### config.mk
export PLATFORM = sky130hd
export DESIGN_NAME = raymarch_pixel_scheduler
export DESIGN_NICKNAME = d
export VERILOG_FILES = /design/src/rtl/rm_pkg.sv /design/src/rtl/rm_sync_fifo.sv /design/src/rtl/raymarch_pixel_scheduler.sv
export SDC_FILE = /design/constraint.sdc
export NUM_CORES = 1
export LEC_CHECK = 0
export CORE_MARGIN = 2
export CORE_UTILIZATION = 30
export DETAILED_ROUTE_END_ITERATION = 6
export GPL_TIMING_DRIVEN = 0
export REMOVE_ABC_BUFFERS = 1
export SYNTH_ARGS = -nofsm -noshare
export SYNTH_HDL_FRONTEND = slang
export SYNTH_SLANG_ARGS = --single-unit
### constraint.sdc
create_clock -name clk -period 7.89 [get_ports clk]
set_clock_uncertainty 0.15 [all_clocks]
set_input_delay 0.789 -clock clk [delete_from_list [all_inputs] [get_ports clk]]
set_output_delay 0.789 -clock clk [all_outputs]
set_load 0.05 [all_outputs]
### src/rtl/rm_pkg.sv
// Shared constants and types for the raymarch pixel scheduler.
// Consumed by raymarch_pixel_scheduler and rm_sync_fifo.
package rm_pkg;

    localparam int SCREEN_WIDTH  = 640;
    localparam int SCREEN_HEIGHT = 480;
    localparam int CORDW         = 10;
    localparam int ADDR_W        = 19;

    typedef struct packed {
        logic [7:0] r;
        logic [7:0] g;
        logic [7:0] b;
    } rgb_t;

    typedef enum logic [1:0] {
        IDLE,
        ISSUE,
        DRAIN,
        DONE
    } sched_state_t;

endpackage

### src/rtl/rm_sync_fifo.sv
// Synchronous FIFO with first-word-fall-through head.
// Push and pop in the same cycle keep the count unchanged.
module rm_sync_fifo #(
    parameter int WIDTH = 24,
    parameter int DEPTH = 32,
    localparam int AW   = $clog2(DEPTH)
) (
    input  logic             clk,
    input  logic             rst,
    input  logic             push,
    input  logic [WIDTH-1:0] din,
    input  logic             pop,
    output logic [WIDTH-1:0] head,
    output logic             full,
    output logic             empty,
    output logic [AW:0]      count
);

    logic [WIDTH-1:0] mem [DEPTH];
    logic [AW-1:0]    wr_ptr;
    logic [AW-1:0]    rd_ptr;
    logic             do_pop;

    assign empty  = (count == '0);
    assign full   = (count == (AW+1)'(DEPTH));
    assign do_pop = pop && !empty;
    assign head   = mem[rd_ptr];

    // Pointer and occupancy bookkeeping.
    always_ff @(posedge clk) begin
        if (rst) begin
            wr_ptr <= '0;
            rd_ptr <= '0;
            count  <= '0;
        end else begin
            if (push) begin
                wr_ptr <= wr_ptr + 1'b1;
            end
            if (do_pop) begin
                rd_ptr <= rd_ptr + 1'b1;
            end
            case ({push, do_pop})
                2'b10:   count <= count + 1'b1;
                2'b01:   count <= count - 1'b1;
                default: count <= count;
            endcase
        end
    end

    // Storage array; contents need no reset.
    always_ff @(posedge clk) begin
        if (push) begin
            mem[wr_ptr] <= din;
        end
    end

endmodule

### src/rtl/raymarch_pixel_scheduler.sv
// Frame scheduler around the fixed-latency raymarcher core.
// Define RM_FRAME_LOOP_EN to re-render frames back to back.
module raymarch_pixel_scheduler #(
    parameter int SCREEN_WIDTH  = rm_pkg::SCREEN_WIDTH,
    parameter int SCREEN_HEIGHT = rm_pkg::SCREEN_HEIGHT,
    parameter int CORDW         = rm_pkg::CORDW,
    parameter int PIPE_LATENCY  = 24,
    parameter int FIFO_DEPTH    = 32,
    parameter int ADDR_W        = rm_pkg::ADDR_W
) (
    input  logic              clk,
    input  logic              rst,
    input  logic              start,
    output logic              busy,
    output logic              frame_done,
    output logic [CORDW-1:0]  o_pixel_x,
    output logic [CORDW-1:0]  o_pixel_y,
    input  logic [7:0]        i_red,
    input  logic [7:0]        i_green,
    input  logic [7:0]        i_blue,
    output logic              wr_valid,
    input  logic              wr_ready,
    output logic [ADDR_W-1:0] wr_addr,
    output logic [23:0]       wr_data
);

    import rm_pkg::*;

    localparam int FCW    = $clog2(FIFO_DEPTH) + 1;
    localparam int CW     = $clog2(FIFO_DEPTH + PIPE_LATENCY + 2) + 1;
    localparam int PIXELS = SCREEN_WIDTH * SCREEN_HEIGHT;

    sched_state_t      state;
    sched_state_t      state_nxt;
    logic [CORDW-1:0]  x_cnt;
    logic [CORDW-1:0]  y_cnt;
    logic [ADDR_W-1:0] wr_cnt;
    logic [PIPE_LATENCY:0] inflight;
    logic [CW-1:0]     inflight_cnt;
    logic [FCW-1:0]    fifo_count;
    logic              fifo_full;
    logic              fifo_empty;
    logic              push;
    logic              accept;
    logic              credit;
    logic              issue;
    logic              last_x;
    logic              last_y;
    logic              clear;
    rgb_t              cap;
    rgb_t              head;

    // Bit k marks a pixel presented k cycles ago; the top tap
    // lines up with that pixel's colour at the core output.
    assign push   = inflight[PIPE_LATENCY];
    assign cap    = '{r: i_red, g: i_green, b: i_blue};
    assign accept = wr_valid && wr_ready;
    assign last_x = (x_cnt == CORDW'(SCREEN_WIDTH - 1));
    assign last_y = (y_cnt == CORDW'(SCREEN_HEIGHT - 1));

    // Pixels still inside the core pipeline.
    always_comb begin
        inflight_cnt = '0;
        for (int i = 0; i <= PIPE_LATENCY; i++) begin
            inflight_cnt = inflight_cnt + CW'(inflight[i]);
        end
    end

    // Every in-flight pixel already owns a FIFO slot.
    assign credit = (CW'(fifo_count) + inflight_cnt + CW'(1))
                    <= CW'(FIFO_DEPTH);
    assign issue  = (state == ISSUE) && credit;

    assign busy       = (state != IDLE);
    assign frame_done = (state == DONE);

    // State register.
    always_ff @(posedge clk) begin
        if (rst) begin
            state <= IDLE;
        end else begin
            state <= state_nxt;
        end
    end

    // Next-state logic; drain ends on the cycle the last beat leaves.
    always_comb begin
        state_nxt = state;
        clear     = 1'b0;
        unique case (state)
            IDLE: begin
                if (start) begin
                    state_nxt = ISSUE;
                    clear     = 1'b1;
                end
            end
            ISSUE: begin
                if (issue && last_x && last_y) begin
                    state_nxt = DRAIN;
                end
            end
            DRAIN: begin
                if (inflight_cnt == '0 &&
                    (fifo_empty ||
                     (fifo_count == FCW'(1) && accept))) begin
                    state_nxt = DONE;
                end
            end
            DONE: begin
`ifdef RM_FRAME_LOOP_EN
                state_nxt = ISSUE;
`else
                state_nxt = IDLE;
`endif
            end
            default: state_nxt = IDLE;
        endcase
    end

    // Raster scan counters and registered coordinate outputs.
    always_ff @(posedge clk) begin
        if (rst) begin
            x_cnt     <= '0;
            y_cnt     <= '0;
            o_pixel_x <= '0;
            o_pixel_y <= '0;
        end else if (clear) begin
            x_cnt <= '0;
            y_cnt <= '0;
        end else if (issue) begin
            o_pixel_x <= x_cnt;
            o_pixel_y <= y_cnt;
            if (last_x) begin
                x_cnt <= '0;
                y_cnt <= last_y ? '0 : y_cnt + 1'b1;
            end else begin
                x_cnt <= x_cnt + 1'b1;
            end
        end
    end

    // In-flight delay line tracking the core latency.
    always_ff @(posedge clk) begin
        if (rst) begin
            inflight <= '0;
        end else begin
            inflight <= {inflight[PIPE_LATENCY-1:0], issue};
        end
    end

    // Framebuffer address of the beat at the FIFO head.
    always_ff @(posedge clk) begin
        if (rst || clear) begin
            wr_cnt <= '0;
        end else if (accept) begin
            if (wr_cnt == ADDR_W'(PIXELS - 1)) begin
                wr_cnt <= '0;
            end else begin
                wr_cnt <= wr_cnt + 1'b1;
            end
        end
    end

    rm_sync_fifo #(
        .WIDTH ($bits(rgb_t)),
        .DEPTH (FIFO_DEPTH)
    ) u_fifo (
        .clk   (clk),
        .rst   (rst),
        .push  (push),
        .din   (cap),
        .pop   (accept),
        .head  (head),
        .full  (fifo_full),
        .empty (fifo_empty),
        .count (fifo_count)
    );

    assign wr_valid = !fifo_empty;
    assign wr_addr  = wr_cnt;
    assign wr_data  = fifo_empty ? 24'd0 : head;

    a_no_overflow: assert property (
        @(posedge clk) disable iff (rst) !(push && fifo_full)
    );

endmodule
==> metrics.log <==
[metrics] Max-Cap Viols: 0
[metrics] series of cell instances along the critical path: inv_1 -> fa_1 -> inv_1 -> fa_1 -> fa_1 -> fa_1 -> inv_1 -> fa_1 -> fa_1 -> fa_1 -> nor2b_1 -> o21ai_0 -> nand2b_1 -> ha_1 -> or2_2 -> o221ai_1 -> a31oi_4 -> a211oi_4 -> buf_8 -> mux2i_1 -> nor2_1
[metrics] Overflow after GRT: 0
[metrics] main area contributors after synthesis: sky130_fd_sc_hd__edfxtp_1 67%, sky130_fd_sc_hd__mux4_2 16%, sky130_fd_sc_hd__dfxtp_1 6.2%, sky130_fd_sc_hd__nor2_1 1.5%, sky130_fd_sc_hd__mux2i_1 1.5%
[metrics] Skew-Pair Late Insertion Delay: between 0.6 and 0.7 ns
[metrics] tightest hold margin: around 0.32 ns
[metrics] final max-slew violation count: 0
[metrics] warning count from the yosys run: 0
[metrics] Vert. Die Dim: between 300 and 400 um
[metrics] DR vias/cell: around 5
[metrics] first-pass GRT wire length: roughly 120,000 um
[metrics] post-synthesis cell area: around 0.034 sq mm
[metrics] quantity of I/O buffers inserted on ports: between 90 and 100
[metrics] drt initial violations: 1,791
[metrics] post-CTS setup buffers: 0
[metrics] critical path's largest stage delay: between 0.6 and 0.7 ns
[metrics] number of antenna violations at the first check in global routing: 4
[metrics] initial standard-cell utilization of the core: a little under a third
[metrics] final hold viol count: 0
[metrics] type of the most critical hold path: register to register
[metrics] Max FO, Critical Path: 16
[metrics] sum of buffers and inverters on the critical path: 4
[metrics] ANT nets after route: 0
[metrics] critical path launch point type: register
[metrics] final setup vio count: 0
[metrics] number of global-route vias before repair: approximately 18,000
[metrics] number of buffers inserted by hold repair at cts: 0
[metrics] Die Footprint: 0.118 sq mm
[metrics] critical path's most frequent cell: sky130_fd_sc_hd__fa_1
[metrics] largest area contributor in the netlist: sky130_fd_sc_hd__edfxtp_1
[metrics] total of cells resized after clock tree synthesis: 0
[metrics] cell family with most CP delay: adder cells
[metrics] share of synthesized flip-flops with an asynchronous set or reset: 0%
[metrics] root buffer selected by CTS: sky130_fd_sc_hd__clkbuf_16
[metrics] RSZ-0062 raised after global routing: no
[metrics] num rows: 124
[metrics] clock tree sinks: 875
[metrics] global-route usage over all layers: 13.7%
[metrics] CTS clk-pin slew, worst paths: 0.06 ns
[metrics] clock buffer count from CTS: approximately 90
[metrics] critical path class: register to register
[metrics] Placer Congestion: ~0.77
[metrics] Worst Path Arrival: 7.15 ns
[metrics] synthesis-stage register bit count: approximately 880
[metrics] number of distinct standard cells referenced by the synthesized netlist: 54
[metrics] sum of routed wire length over all layers: between 80,000 and 90,000 um
[metrics] x dimension of the die: roughly 340 um
[metrics] main flop type after synthesis: sky130_fd_sc_hd__edfxtp_1
[metrics] CTS tree: yes
[metrics] area share of the largest cell type after synthesis: between 60% and 70%
[metrics] fraction of layout instances using a drive strength above 1: 24.2%
[metrics] total via count in the routed design: 17,100
[metrics] Core Region: 0.114 sq mm
[metrics] Detailed Place HPWL: 48,400 um
[metrics] Max Freq: 0.148 GHz
[metrics] number of DRC violations after detailed routing: 0
[metrics] leakage power total: 12.4 nW
[metrics] number of placed cells counting well taps: 3,287
[metrics] Cell Count, Final, Fillers Out: 3,449
[metrics] highest ir drop seen on vdd: ~0.2 mV
[metrics] Final Cycle Share: 85.7%
[metrics] Critical Path End Type: register
[metrics] total iterations of the first detailed-routing run: 5
[metrics] top-level I/O count: 94
[metrics] worst-case clock buffer depth: 3
[metrics] Rel. slew slack: a little under a third
[metrics] result of the run: complete, no violations
[metrics] P&R area growth vs syn: 19.7%
[metrics] Syn Inst Count: between 1,500 and 2,000
[metrics] Critical-path top delay cell: sky130_fd_sc_hd__a211oi_4
[metrics] FILL cells: between 10,000 and 15,000
[metrics] pin count of the biggest net entering global routing: just over 60
[metrics] most frequent standard cell in the layout excluding fill and tap cells: sky130_fd_sc_hd__edfxtp_1
[metrics] number of synthesized flops with an enable pin: between 700 and 800
[metrics] net count reported at finish: just under 2,000
[metrics] most frequent cells in the layout: 768 x sky130_fd_sc_hd__edfxtp_1, 240 x sky130_fd_sc_hd__mux4_2, 110 x sky130_fd_sc_hd__nor2_1
[metrics] register area share after synthesis: between 70% and 80%
[metrics] measured slew at the worst slew-check pin: between 1 and 1.5 ns
[metrics] post-route minimum period: 6.76 ns
[metrics] critical path required time: a little over 8 ns
[metrics] number of levels the H-tree was split into: 3
[metrics] Diodes inserted: 0
[metrics] mean cell area of the mapped netlist: between 20 and 25 sq um
[metrics] Routed wire per std cell: 23.3 um
[metrics] setup total negative slack: 0 ns
[metrics] ratio of total power to cell area: around 270 mW/mm^2
## synthesized netlist by cell type (all sizes together), types with 2 or more instances
master	n
xnor2	19
a21oi	16
nand2	32
nand4	12
a31oi	4
inv	46
or2	2
nor4	7
or3	5
and2	2
and3	12
a211oi	3
mux2i	51
fa	18
o2111ai	2
dfxtp	107
xor2	23
mux4	240
a311oi	2
a21bo	4
nor3b	3
and4	3
o21a	2
ha	28
nor2b	15
or3b	2
nor3	9
nor2	142
nor4b	2
clkbuf	41
buf	42
nand3	17
nor4bb	2
nand3b	5
o21ai	15
nand2b	9
edfxtp	768
## registers in the layout (all words and copies together) (netlist names), named ones only
signal,cells
x_cnt,10
y_cnt,10
u_fifo.count,6
state,2
u_fifo.mem,768
o_pixel_x,10
u_fifo.wr_ptr,5
u_fifo.rd_ptr,5
inflight,25
wr_addr,19
o_pixel_y,10
## metrics by stage
stage	power, W	worst slack, ns	utilization (%)	cell area [sq um]
after global placement	0.00709	-7.04	32.3	36900
after global routing	0.0113	0.764	36.1	41300
after CTS	0.0111	1.01	36.1	41200
final	0.0109	1.13	36.1	41300
after floorplan	0.00653	-2.61	-	34100
after detailed placement	0.00684	1.07	33.5	38300
## tightest hold or removal path, cell delays in order (launching register included)
cell and delay [ns]:
sky130_fd_sc_hd__dfxtp_1 0.30, sky130_fd_sc_hd__inv_1 0.08, sky130_fd_sc_hd__nor2_1 0.05
## layout make-up
| type | count | area, sq um | area share (%) |
|---|---|---|---|
| clock buffers | 106 | 2300 | 5.58 |
| clock inverters | 55 | 637 | 1.54 |
| inverters | 46 | 173 | 0.419 |
| multi-input cells | 715 | 8990 | 21.8 |
| flip-flops and latches | 875 | 25200 | 61.1 |
| well taps | 1512 | 1890 | 4.59 |
| repair buffers | 140 | 2050 | 4.96 |
## worst paths after layout
| check | to | start | slack (ns) | cells past startpoint |
|---|---|---|---|---|
| max reg2reg | o_pixel_x[6] | inflight[5] | 1.13 | 21 |
| min | inflight[10] | inflight[9] | 0.32 | 2 |
| max | o_pixel_x[6] | inflight[5] | 1.13 | 21 |
| min reg2reg | inflight[10] | inflight[9] | 0.32 | 2 |
## cells by family after synthesis
| kind of cell | Yosys count | share of synthesized area [%] |
|---|---|---|
| adder cells (fa/ha/maj) | 46 | 2.06 |
| XOR/XNOR | 42 | 1.07 |
| flip-flops | 875 | 73.1 |
| AO/OA/AOI/OAI | 53 | 1.09 |
| multiplexers | 291 | 17.2 |
| buffers and inverters | 129 | 1.57 |
| AND/OR/NAND/NOR | 283 | 3.96 |
## power by group
part	internal [W]	switching [W]	total [W]
logic	0.000760	0.000835	0.00160
registers	0.00505	0.0000577	0.00511
clock network	0.00243	0.00181	0.00425
total	0.00824	0.00271	0.0109
## routing by layer
layer / track usage, % / wire length [um] / vias up
met5: 0 / 44 / -
met2: 21.5 / 37700 / 635
met3: 3.24 / 5710 / 165
met1: 18.9 / 34800 / 9055
li1: - / - / 7206
met4: 4.19 / 2300 / 8
Power figures use the tool's default switching activity.
